[src/rtl/cache_types.sv]
// Shared types for the L1 line arbiter.
//   arb_state_t : arbiter FSM states (IDLE, BUSY_I, BUSY_D)
//   arb_op_t    : operation latched at grant (OP_READ, OP_WRITE)
//   STARVE_CNT_W: width of the starvation counter (supports limits 1..15)
// rv32i_word is deliberately not redefined here; it stays in rv32i_types.
package cache_types;

  typedef enum logic [1:0] {
    IDLE   = 2'd0,
    BUSY_I = 2'd1,
    BUSY_D = 2'd2
  } arb_state_t;

  typedef enum logic {
    OP_READ  = 1'b0,
    OP_WRITE = 1'b1
  } arb_op_t;

  localparam int unsigned STARVE_CNT_W = 4;

  // A requester asserting read and write together is treated as a write,
  // so a dirty eviction always goes out before the refill.
  function automatic arb_op_t pick_op(input logic wr);
    return wr ? OP_WRITE : OP_READ;
  endfunction

endpackage

[src/rtl/starve_counter.sv]
// Saturating starvation counter for the line arbiter.
// Counts D-cache grants that were made while the I-cache was waiting, and
// reports when the configured limit has been reached.
// Ports:
//   clk       in   rising-edge clock
//   reset_n   in   asynchronous active-low reset, clears the count
//   inc       in   count one more starved cycle (saturates at LIMIT)
//   clr       in   clear the count (takes priority over inc)
//   at_limit  out  count equals LIMIT
//   o_cnt     out  current count, for observation
module starve_counter
  import cache_types::*;
#(
  parameter int unsigned LIMIT = 4
) (
  input  logic                    clk,
  input  logic                    reset_n,
  input  logic                    inc,
  input  logic                    clr,
  output logic                    at_limit,
  output logic [STARVE_CNT_W-1:0] o_cnt
);

  localparam logic [STARVE_CNT_W-1:0] LIMIT_V = LIMIT[STARVE_CNT_W-1:0];

  logic [STARVE_CNT_W-1:0] r_cnt;

  always_ff @(posedge clk or negedge reset_n) begin
    if (!reset_n) begin
      r_cnt <= '0;
    end else if (clr) begin
      r_cnt <= '0;
    end else if (inc && (r_cnt != LIMIT_V)) begin
      r_cnt <= r_cnt + 1'b1;
    end
  end

  assign at_limit = (r_cnt == LIMIT_V);
  assign o_cnt    = r_cnt;

endmodule

[src/rtl/line_arbiter.sv]
// Shares the single cacheline port of the cacheline adaptor between the L1
// I-cache and D-cache when no L2 is present. D-cache has priority; after
// STARVE_LIMIT consecutive D grants with the I-cache waiting, the I-cache is
// granted. Address, write data and operation are latched at grant so the
// adaptor sees stable inputs for the whole burst.
//
// Handshake: a requester raises read or write and holds it, unchanged, until
// its pmem_resp pulses for one cycle; that pulse is the only qualifier of
// pmem_rdata. Toward the adaptor, c_pmem_read/write stay high from the cycle
// after grant until the cycle c_pmem_resp is seen, then drop for at least one
// IDLE turnaround cycle.
//
// Ports:
//   clk, reset_n              clock, asynchronous active-low reset
//   i_pmem_* / d_pmem_*       I-cache / D-cache line ports
//   c_pmem_*                  adaptor-side line port
//   o_dbg_state               current FSM state (arb_state_t encoding)
//   o_dbg_starve_cnt          current starvation count
//   perf_i_grants, perf_d_grants, perf_conflict
//                             performance counters, present only when
//                             ARB_PERF_CNT_EN is defined
//
// Configuration macro: ARB_PERF_CNT_EN (undefined by default).
module line_arbiter
  import cache_types::*;
#(
  parameter int unsigned ADDR_W       = 32,
  parameter int unsigned LINE_W       = 256,
  parameter int unsigned STARVE_LIMIT = 4
) (
  input  logic                    clk,
  input  logic                    reset_n,

  input  logic [ADDR_W-1:0]       i_pmem_address,
  output logic [LINE_W-1:0]       i_pmem_rdata,
  input  logic [LINE_W-1:0]       i_pmem_wdata,
  input  logic                    i_pmem_read,
  input  logic                    i_pmem_write,
  output logic                    i_pmem_resp,

  input  logic [ADDR_W-1:0]       d_pmem_address,
  output logic [LINE_W-1:0]       d_pmem_rdata,
  input  logic [LINE_W-1:0]       d_pmem_wdata,
  input  logic                    d_pmem_read,
  input  logic                    d_pmem_write,
  output logic                    d_pmem_resp,

  output logic [ADDR_W-1:0]       c_pmem_address,
  input  logic [LINE_W-1:0]       c_pmem_rdata,
  output logic [LINE_W-1:0]       c_pmem_wdata,
  output logic                    c_pmem_read,
  output logic                    c_pmem_write,
  input  logic                    c_pmem_resp,

  output logic [1:0]              o_dbg_state,
  output logic [STARVE_CNT_W-1:0] o_dbg_starve_cnt
`ifdef ARB_PERF_CNT_EN
  ,
  output logic [31:0]             perf_i_grants,
  output logic [31:0]             perf_d_grants,
  output logic [31:0]             perf_conflict
`endif
);

  arb_state_t        r_state;
  logic [ADDR_W-1:0] r_addr;
  logic [LINE_W-1:0] r_wdata;
  logic              r_c_read;
  logic              r_c_write;

  logic              w_i_req;
  logic              w_d_req;
  logic              w_idle;
  logic              w_at_limit;
  logic              w_grant_i;
  logic              w_grant_d;
  logic              w_starve_inc;
  logic              w_starve_clr;
  arb_op_t           w_win_op;
  logic [ADDR_W-1:0] w_win_addr;
  logic [LINE_W-1:0] w_win_wdata;

  assign w_i_req = i_pmem_read | i_pmem_write;
  assign w_d_req = d_pmem_read | d_pmem_write;
  assign w_idle  = (r_state == IDLE);

  // D wins unless the I-cache has been passed over STARVE_LIMIT times.
  assign w_grant_i = w_idle && w_i_req && (!w_d_req || w_at_limit);
  assign w_grant_d = w_idle && w_d_req && !w_grant_i;

  // Only D grants that leave the I-cache waiting count toward starvation.
  assign w_starve_inc = w_grant_d && w_i_req;
  assign w_starve_clr = w_grant_i || (w_grant_d && !w_i_req);

  assign w_win_op    = w_grant_i ? pick_op(i_pmem_write) : pick_op(d_pmem_write);
  assign w_win_addr  = w_grant_i ? i_pmem_address : d_pmem_address;
  assign w_win_wdata = w_grant_i ? i_pmem_wdata   : d_pmem_wdata;

  starve_counter #(
    .LIMIT (STARVE_LIMIT)
  ) u_starve (
    .clk      (clk),
    .reset_n  (reset_n),
    .inc      (w_starve_inc),
    .clr      (w_starve_clr),
    .at_limit (w_at_limit),
    .o_cnt    (o_dbg_starve_cnt)
  );

  always_ff @(posedge clk or negedge reset_n) begin
    if (!reset_n) begin
      r_state   <= IDLE;
      r_addr    <= '0;
      r_wdata   <= '0;
      r_c_read  <= 1'b0;
      r_c_write <= 1'b0;
    end else begin
      case (r_state)
        IDLE: begin
          if (w_grant_i || w_grant_d) begin
            r_state   <= w_grant_i ? BUSY_I : BUSY_D;
            r_addr    <= w_win_addr;
            r_wdata   <= w_win_wdata;
            r_c_read  <= (w_win_op == OP_READ);
            r_c_write <= (w_win_op == OP_WRITE);
          end
        end
        BUSY_I, BUSY_D: begin
          // Latches are kept after completion; only the op strobes drop,
          // which gives the adaptor its mandatory turnaround cycle.
          if (c_pmem_resp) begin
            r_state   <= IDLE;
            r_c_read  <= 1'b0;
            r_c_write <= 1'b0;
          end
        end
        default: begin
          r_state   <= IDLE;
          r_c_read  <= 1'b0;
          r_c_write <= 1'b0;
        end
      endcase
    end
  end

  assign c_pmem_address = r_addr;
  assign c_pmem_wdata   = r_wdata;
  assign c_pmem_read    = r_c_read;
  assign c_pmem_write   = r_c_write;

  // Completion is forwarded in the same cycle; a resp seen in IDLE is dropped.
  assign i_pmem_resp = (r_state == BUSY_I) && c_pmem_resp;
  assign d_pmem_resp = (r_state == BUSY_D) && c_pmem_resp;

  // Both caches see the adaptor data unconditionally; resp qualifies it.
  assign i_pmem_rdata = c_pmem_rdata;
  assign d_pmem_rdata = c_pmem_rdata;

  assign o_dbg_state = r_state;

`ifdef ARB_PERF_CNT_EN
  logic [31:0] r_perf_i;
  logic [31:0] r_perf_d;
  logic [31:0] r_perf_conf;

  // All three counters wrap naturally at 2^32.
  always_ff @(posedge clk or negedge reset_n) begin
    if (!reset_n) begin
      r_perf_i    <= '0;
      r_perf_d    <= '0;
      r_perf_conf <= '0;
    end else begin
      if (w_grant_i) r_perf_i <= r_perf_i + 32'd1;
      if (w_grant_d) r_perf_d <= r_perf_d + 32'd1;
      if (w_idle && w_i_req && w_d_req) r_perf_conf <= r_perf_conf + 32'd1;
    end
  end

  assign perf_i_grants = r_perf_i;
  assign perf_d_grants = r_perf_d;
  assign perf_conflict = r_perf_conf;
`else
  // Performance counters are not built in this configuration.
`endif

  // A requester must not raise read and write together.
  a_i_rw_excl: assert property (@(posedge clk) disable iff (!reset_n)
    !(i_pmem_read && i_pmem_write));
  a_d_rw_excl: assert property (@(posedge clk) disable iff (!reset_n)
    !(d_pmem_read && d_pmem_write));

  // A granted requester must hold its request until its resp pulse.
  a_i_hold: assert property (@(posedge clk) disable iff (!reset_n)
    ((r_state == BUSY_I) && !c_pmem_resp) |-> w_i_req);
  a_d_hold: assert property (@(posedge clk) disable iff (!reset_n)
    ((r_state == BUSY_D) && !c_pmem_resp) |-> w_d_req);

endmodule

[config.mk]
export PLATFORM = sky130hd
export DESIGN_NAME = line_arbiter
export DESIGN_NICKNAME = d
export VERILOG_FILES = /design/src/rtl/cache_types.sv /design/src/rtl/starve_counter.sv /design/src/rtl/line_arbiter.sv
export SDC_FILE = /design/constraint.sdc
export NUM_CORES = 1
export LEC_CHECK = 0
export CAP_MARGIN = 5
export CORE_AREA = 8 8 637 639
export DETAILED_ROUTE_END_ITERATION = 16
export DIE_AREA = 0 0 645 647
export GPL_ROUTABILITY_DRIVEN = 1
export HOLD_SLACK_MARGIN = 0.12
export PLACE_DENSITY = 0.3
export SYNTH_ARGS = -nofsm -noshare
export SYNTH_HDL_FRONTEND = slang
export SYNTH_SLANG_ARGS = --single-unit
[constraint.sdc]
create_clock -name clk -period 5 [get_ports clk]
set_input_delay 1 -clock clk [delete_from_list [all_inputs] [get_ports clk]]
set_output_delay 1 -clock clk [all_outputs]
set_load 0.005 [all_outputs]
After elaboration in Yosys (flattened, before gate mapping) --
Index checks and enable logic that the tools add are counted.
Storage, ports and cells: register bits after elaboration 296, input bits 839, output and inout port bits 810, word-level logic and storage cells 52
Operators by class: add/subtract/negate cells 1, equality and inequality tests 6, muxes and demuxes 16, bitwise operators 3, reductions and logical operators 20
Operator list (number):
- two-way mux 256 bit | 1
- two-way mux 32 bit | 1
- logical AND 1 bit | 9
- two-way mux 4 bit | 2
- two-way mux 1 bit | 6
- two-way mux 2 bit | 3
- adder 4 x 1 -> 4 bit, second input constant | 1
- == test 4 x 3 -> 1 bit, second input constant | 1
- != test 4 x 3 -> 1 bit, second input constant | 1
- case mux 1 bit (2 select lines) | 2
- case mux 2 bit (2 select lines) | 1
- AND reduction 2 bit | 2
- logical NOT 1 bit | 3
- logical OR 1 bit | 3
- == test 2 x 1 -> 1 bit, second input constant | 1
- == test 2 bit, second input constant | 1
- logical NOT 2 bit | 1
- != test 2 x 1 -> 1 bit, second input constant | 1
- != test 2 bit, second input constant | 1
- OR 1 bit | 2
- nonzero test 2 bit | 1
- OR reduction 2 bit | 1
- inverter 1 bit | 1

Depth between registers and ports, before layout --
depth in word-level cells 10, mapped depth 10, depth with buffers taken out 6

Modules after synthesis --
From an unflattened synthesis, not the netlist that was laid out.
Unflattened totals: cell total of the unflattened synthesis 1704, area, all modules 16992.5 µm²
Modules (own cells, without submodules):
- line_arbiter | times used 1, cells an instance 1680, area each 16758.6 µm², seq. area each 7307.0 µm²
- starve_counter | times used 1, cells an instance 24, area each 234.0 µm², seq. area each 100.1 µm²

Worst setup path before layout --
No wires, ideal clock.
path kind input-to-reg, start point in d_pmem_read, end point reg r_wdata[220], in the netlist c_pmem_wdata[220], setup time 77 ps, data arrival time 2111 ps, data required time 4923 ps, setup slack 2811 ps, cell stages on the path 7, buffers on the path 3, cells stage by stage or2_1 a211oi_2 buf_4 buf_6 buf_4 a21oi_1 a21oi_1
On the way: cells in the longest elaborated chain, start to end 8, elaborated cells on any way between the ends 10, those cells by class 1 x mux; 1 x bitwise; 8 x reduce/logical
RTL lines:
- start, declared | line line_arbiter.sv:44 | input logic d_pmem_read,
- OR 1 bit (*) | line line_arbiter.sv:84 | assign w_d_req = d_pmem_read | d_pmem_write;
- logical NOT 1 bit | line line_arbiter.sv:88 | assign w_grant_i = w_idle && w_i_req && (!w_d_req || w_at_limit);
- logical OR 1 bit | line line_arbiter.sv:88
- logical AND 1 bit | line line_arbiter.sv:88
- logical NOT 1 bit | line line_arbiter.sv:89 | assign w_grant_d = w_idle && w_d_req && !w_grant_i;
- logical AND 1 bit | line line_arbiter.sv:89
- logical OR 1 bit | line line_arbiter.sv:120 | if (w_grant_i || w_grant_d) begin
- AND reduction 2 bit (no line)
- end signal, assigned | line line_arbiter.sv:123 | r_wdata <= w_win_wdata;
- end, declared | line line_arbiter.sv:67 | logic [LINE_W-1:0] r_wdata;
Every way passes the cells marked *; elsewhere a longest branch is shown, timed or not. A chain may end at the register's enable or synchronous reset.

Final worst setup path --
start point in c_pmem_resp, end point out d_pmem_resp
On the way: cells in the longest elaborated chain, start to end 1
RTL lines:
- start, declared | line line_arbiter.sv:53 | input logic c_pmem_resp,
- logical AND 1 bit | line line_arbiter.sv:153 | assign d_pmem_resp = (r_state == BUSY_D) && c_pmem_resp;
- end, declared | line line_arbiter.sv:46 | output logic d_pmem_resp,
Every way passes these cells.

==> metrics.txt <==
status finished clean; largest net degree at the start of global routing 120; Final Max Tran Viols 0; Global Route Usage Sum 10.9%; Worst Path Required 4.00 ns; vias per inst 2.26; Clk pin slew, worst setup/hold paths 0.06 ns; Die Span X 645 µm; combinational power share 53.9%; Routed WL 240000 µm; sequential power share 25.7%; relative slew slack 38.5%; RePlAce Congestion 0.779; Area contributors post-synth dfrtp_1, buf_4, a21oi_1; clk buf depth 3; area share of the largest cell type after synthesis 42.6%; unrepaired setup endpoints after global routing false; min Tclk post-route 3.59 ns; most frequent cells in the layout clkdlybuf4s50_1, a21oi_1, dfrtp_1, nand2_1, nor2_1; DRC 0; Final HPWL DP 214000 µm; DIE HEIGHT 647 µm; final setup violation count 0; worst vdd ir 0.284 mV; clock network power share 20.4%; vias in the first global route 17700; post-cts gate resize count 0; syn_nets 2926; CTS buffer count 47; Clock Skew 0.0470 ns; flop2flop setup slack 2.02 ns; first-pass iteration count of the detailed router 5; Worst Path Arrival 2.59 ns; Psw 7.72 mW; mapped cell area 17400 µm²; Initial Util 4.40%; initial antenna violation count 198; final antenna-violating net count 0; type of origin of the critical path input pin; Netlist cell types 35; Post-CTS Setup Bufs 0; slowest CP cell clkdlybuf4s50_1; syn avg cell area 8.35 µm²; Tot Pwr 17.5 mW; share of cells above drive strength 1 5.38%; crit path cell chain clkdlybuf4s50_1 -> and2_1 -> clkdlybuf4s50_1; delay-heaviest family, CP buffers and inverters; core outline area 395000 µm²; fmax 0.278 GHz; PD cells 575 nW/µm²; final hold vios 0; area grow syn2layout 74.7%; CP most frequent cell clkdlybuf4s50_1; Tightest Hold Check Type in2async; CP Capture Type primary output; Lkg Pwr 10.6 nW; Slew @ Worst Pin 0.922 ns; Worst Setup SP c_pmem_resp; die area 417000 µm²; Seq cells post-synth 296; vias 17500; Synth area leader dfrtp_1; htree depth 2; FILL cells 46500; grt ovf 0; hold_buf cts 0; Final TNS setup 0 ns; CTS tree built; WL per Instance 31.0 µm; Synth Instances 2082; # rows 231; fin nets 3259; post-synthesis sequential area ratio 42.6%; Max-Cap Viols 0; root buffer selected by CTS clkbuf_16; Iter 0 DRT Violations 1228; Max Fanout on Critical Path 3; Clk Latency, worst-skew pair 0.68 ns; kind of critical path in2out; warning count from the yosys run 0; fin crit share 71.9%; Buffers & Inverters on Critical Path 2; commonest non-fill, non-tap cell in the layout clkdlybuf4s50_1; global-route wire length before repair 281000 µm; Internal 9.74 mW; FF-to-FF Start o_dbg_state[0]$_DFFE_PN0P_; sw frac 44.2%; Critical Path Max Stage Delay 0.75 ns; port bufs 880; num ports 1649; CTS sink count 296
==> through the flow <==
stage	hold WS (ns)	setup WS, ns	area, µm²	instances	utilization (%)
finish	0.333	1.41	30400	7740	7.69
global route	0.316	1.21	30300	7722	7.68
CTS	0.304	1.24	30300	7695	7.66
detailed placement	0.505	1.26	28700	7608	7.26
global placement	0.499	1.26	28700	7608	7.26
floorplan	0.469	2.81	17400	2082	-
==> cell type report <==
type	count	area, µm²	share of cell area (%)
timing repair buffer	921	9280	30.6
sequential	296	7410	24.4
tap	5242	6560	21.6
multi-input combinational	1143	5390	17.8
clock buffer	69	1410	4.64
clock inverter	18	176	0.581
antenna	45	113	0.371
inverter	6	22.5	0.0742
==> state kept, by name, summed over array words and instances, names as in the netlist <==
register	flops
c_pmem_wdata	256
u_starve.o_cnt	4
c_pmem_read	1
c_pmem_write	1
c_pmem_address	32
o_dbg_state	2
==> per-layer routing <==
layer | global-route usage [%] | share of wire, % | vias up
li1 | - | - | 7053
met1 | 8.62 | 27 | 8051
met2 | 18.3 | 47 | 1647
met3 | 10.7 | 21 | 588
met4 | 4.13 | 5.2 | 124
met5 | 0.629 | 0.47 | -
==> kinds of logic (layout without fill, tap and decap cells) <==
group / Yosys count / count (layout) / share of synthesized area, %
AO/OA/AOI/OAI: 592 / 592 / 18.4
AND/OR/NAND/NOR: 546 / 546 / 12.0
other: 0 / 45 / 0
adder cells (fa/ha/maj): 5 / 5 / 0.360
flip-flops: 296 / 296 / 42.6
buffers and inverters: 643 / 1014 / 26.6
==> synthesized netlist by cell type (all sizes together) <==
library cell and number:
a211oi 1, a21o 30, a21oi 519, a22o 30, a311oi 1, a31o 2, a31oi 1, and2 3
and3b 1, buf 597, clkbuf 40, dfrtp 296, ha 5, inv 6, nand2 265, nand3 6
nand3b 2, nand4b 1, nor2 262, nor2b 1, nor3 3, o211ai 1, o21ai 5, o31ai 1
o32ai 1, or2 2
==> power groups by stage <==
stage / combinational, mW / clock (mW) / sequential [mW]
final: 9.41 / 3.56 / 4.49
after CTS: 9.84 / 3.79 / 4.50
after global routing: 10.2 / 3.82 / 4.65
after global placement: 9.82 / 0 / 4.50
after floorplan: 3.90 / 0 / 4.41
after detailed placement: 9.78 / 0 / 4.52
==> worst paths after layout <==
kind                                             endpoint  depth (start not counted)
hold reg to reg                   c_pmem_read$_DFFE_PN0P_                          2
setup reg to reg            c_pmem_wdata[168]$_DFFE_PN0P_                          8
min in group clk                  c_pmem_read$_DFFE_PN0P_                          2
hold / removal             c_pmem_address[29]$_DFFE_PN0P_                          1
setup / recovery                              d_pmem_resp                          3
max in group asynchronous   c_pmem_wdata[156]$_DFFE_PN0P_                          2
No activity file was read; power rests on OpenSTA's default activity.
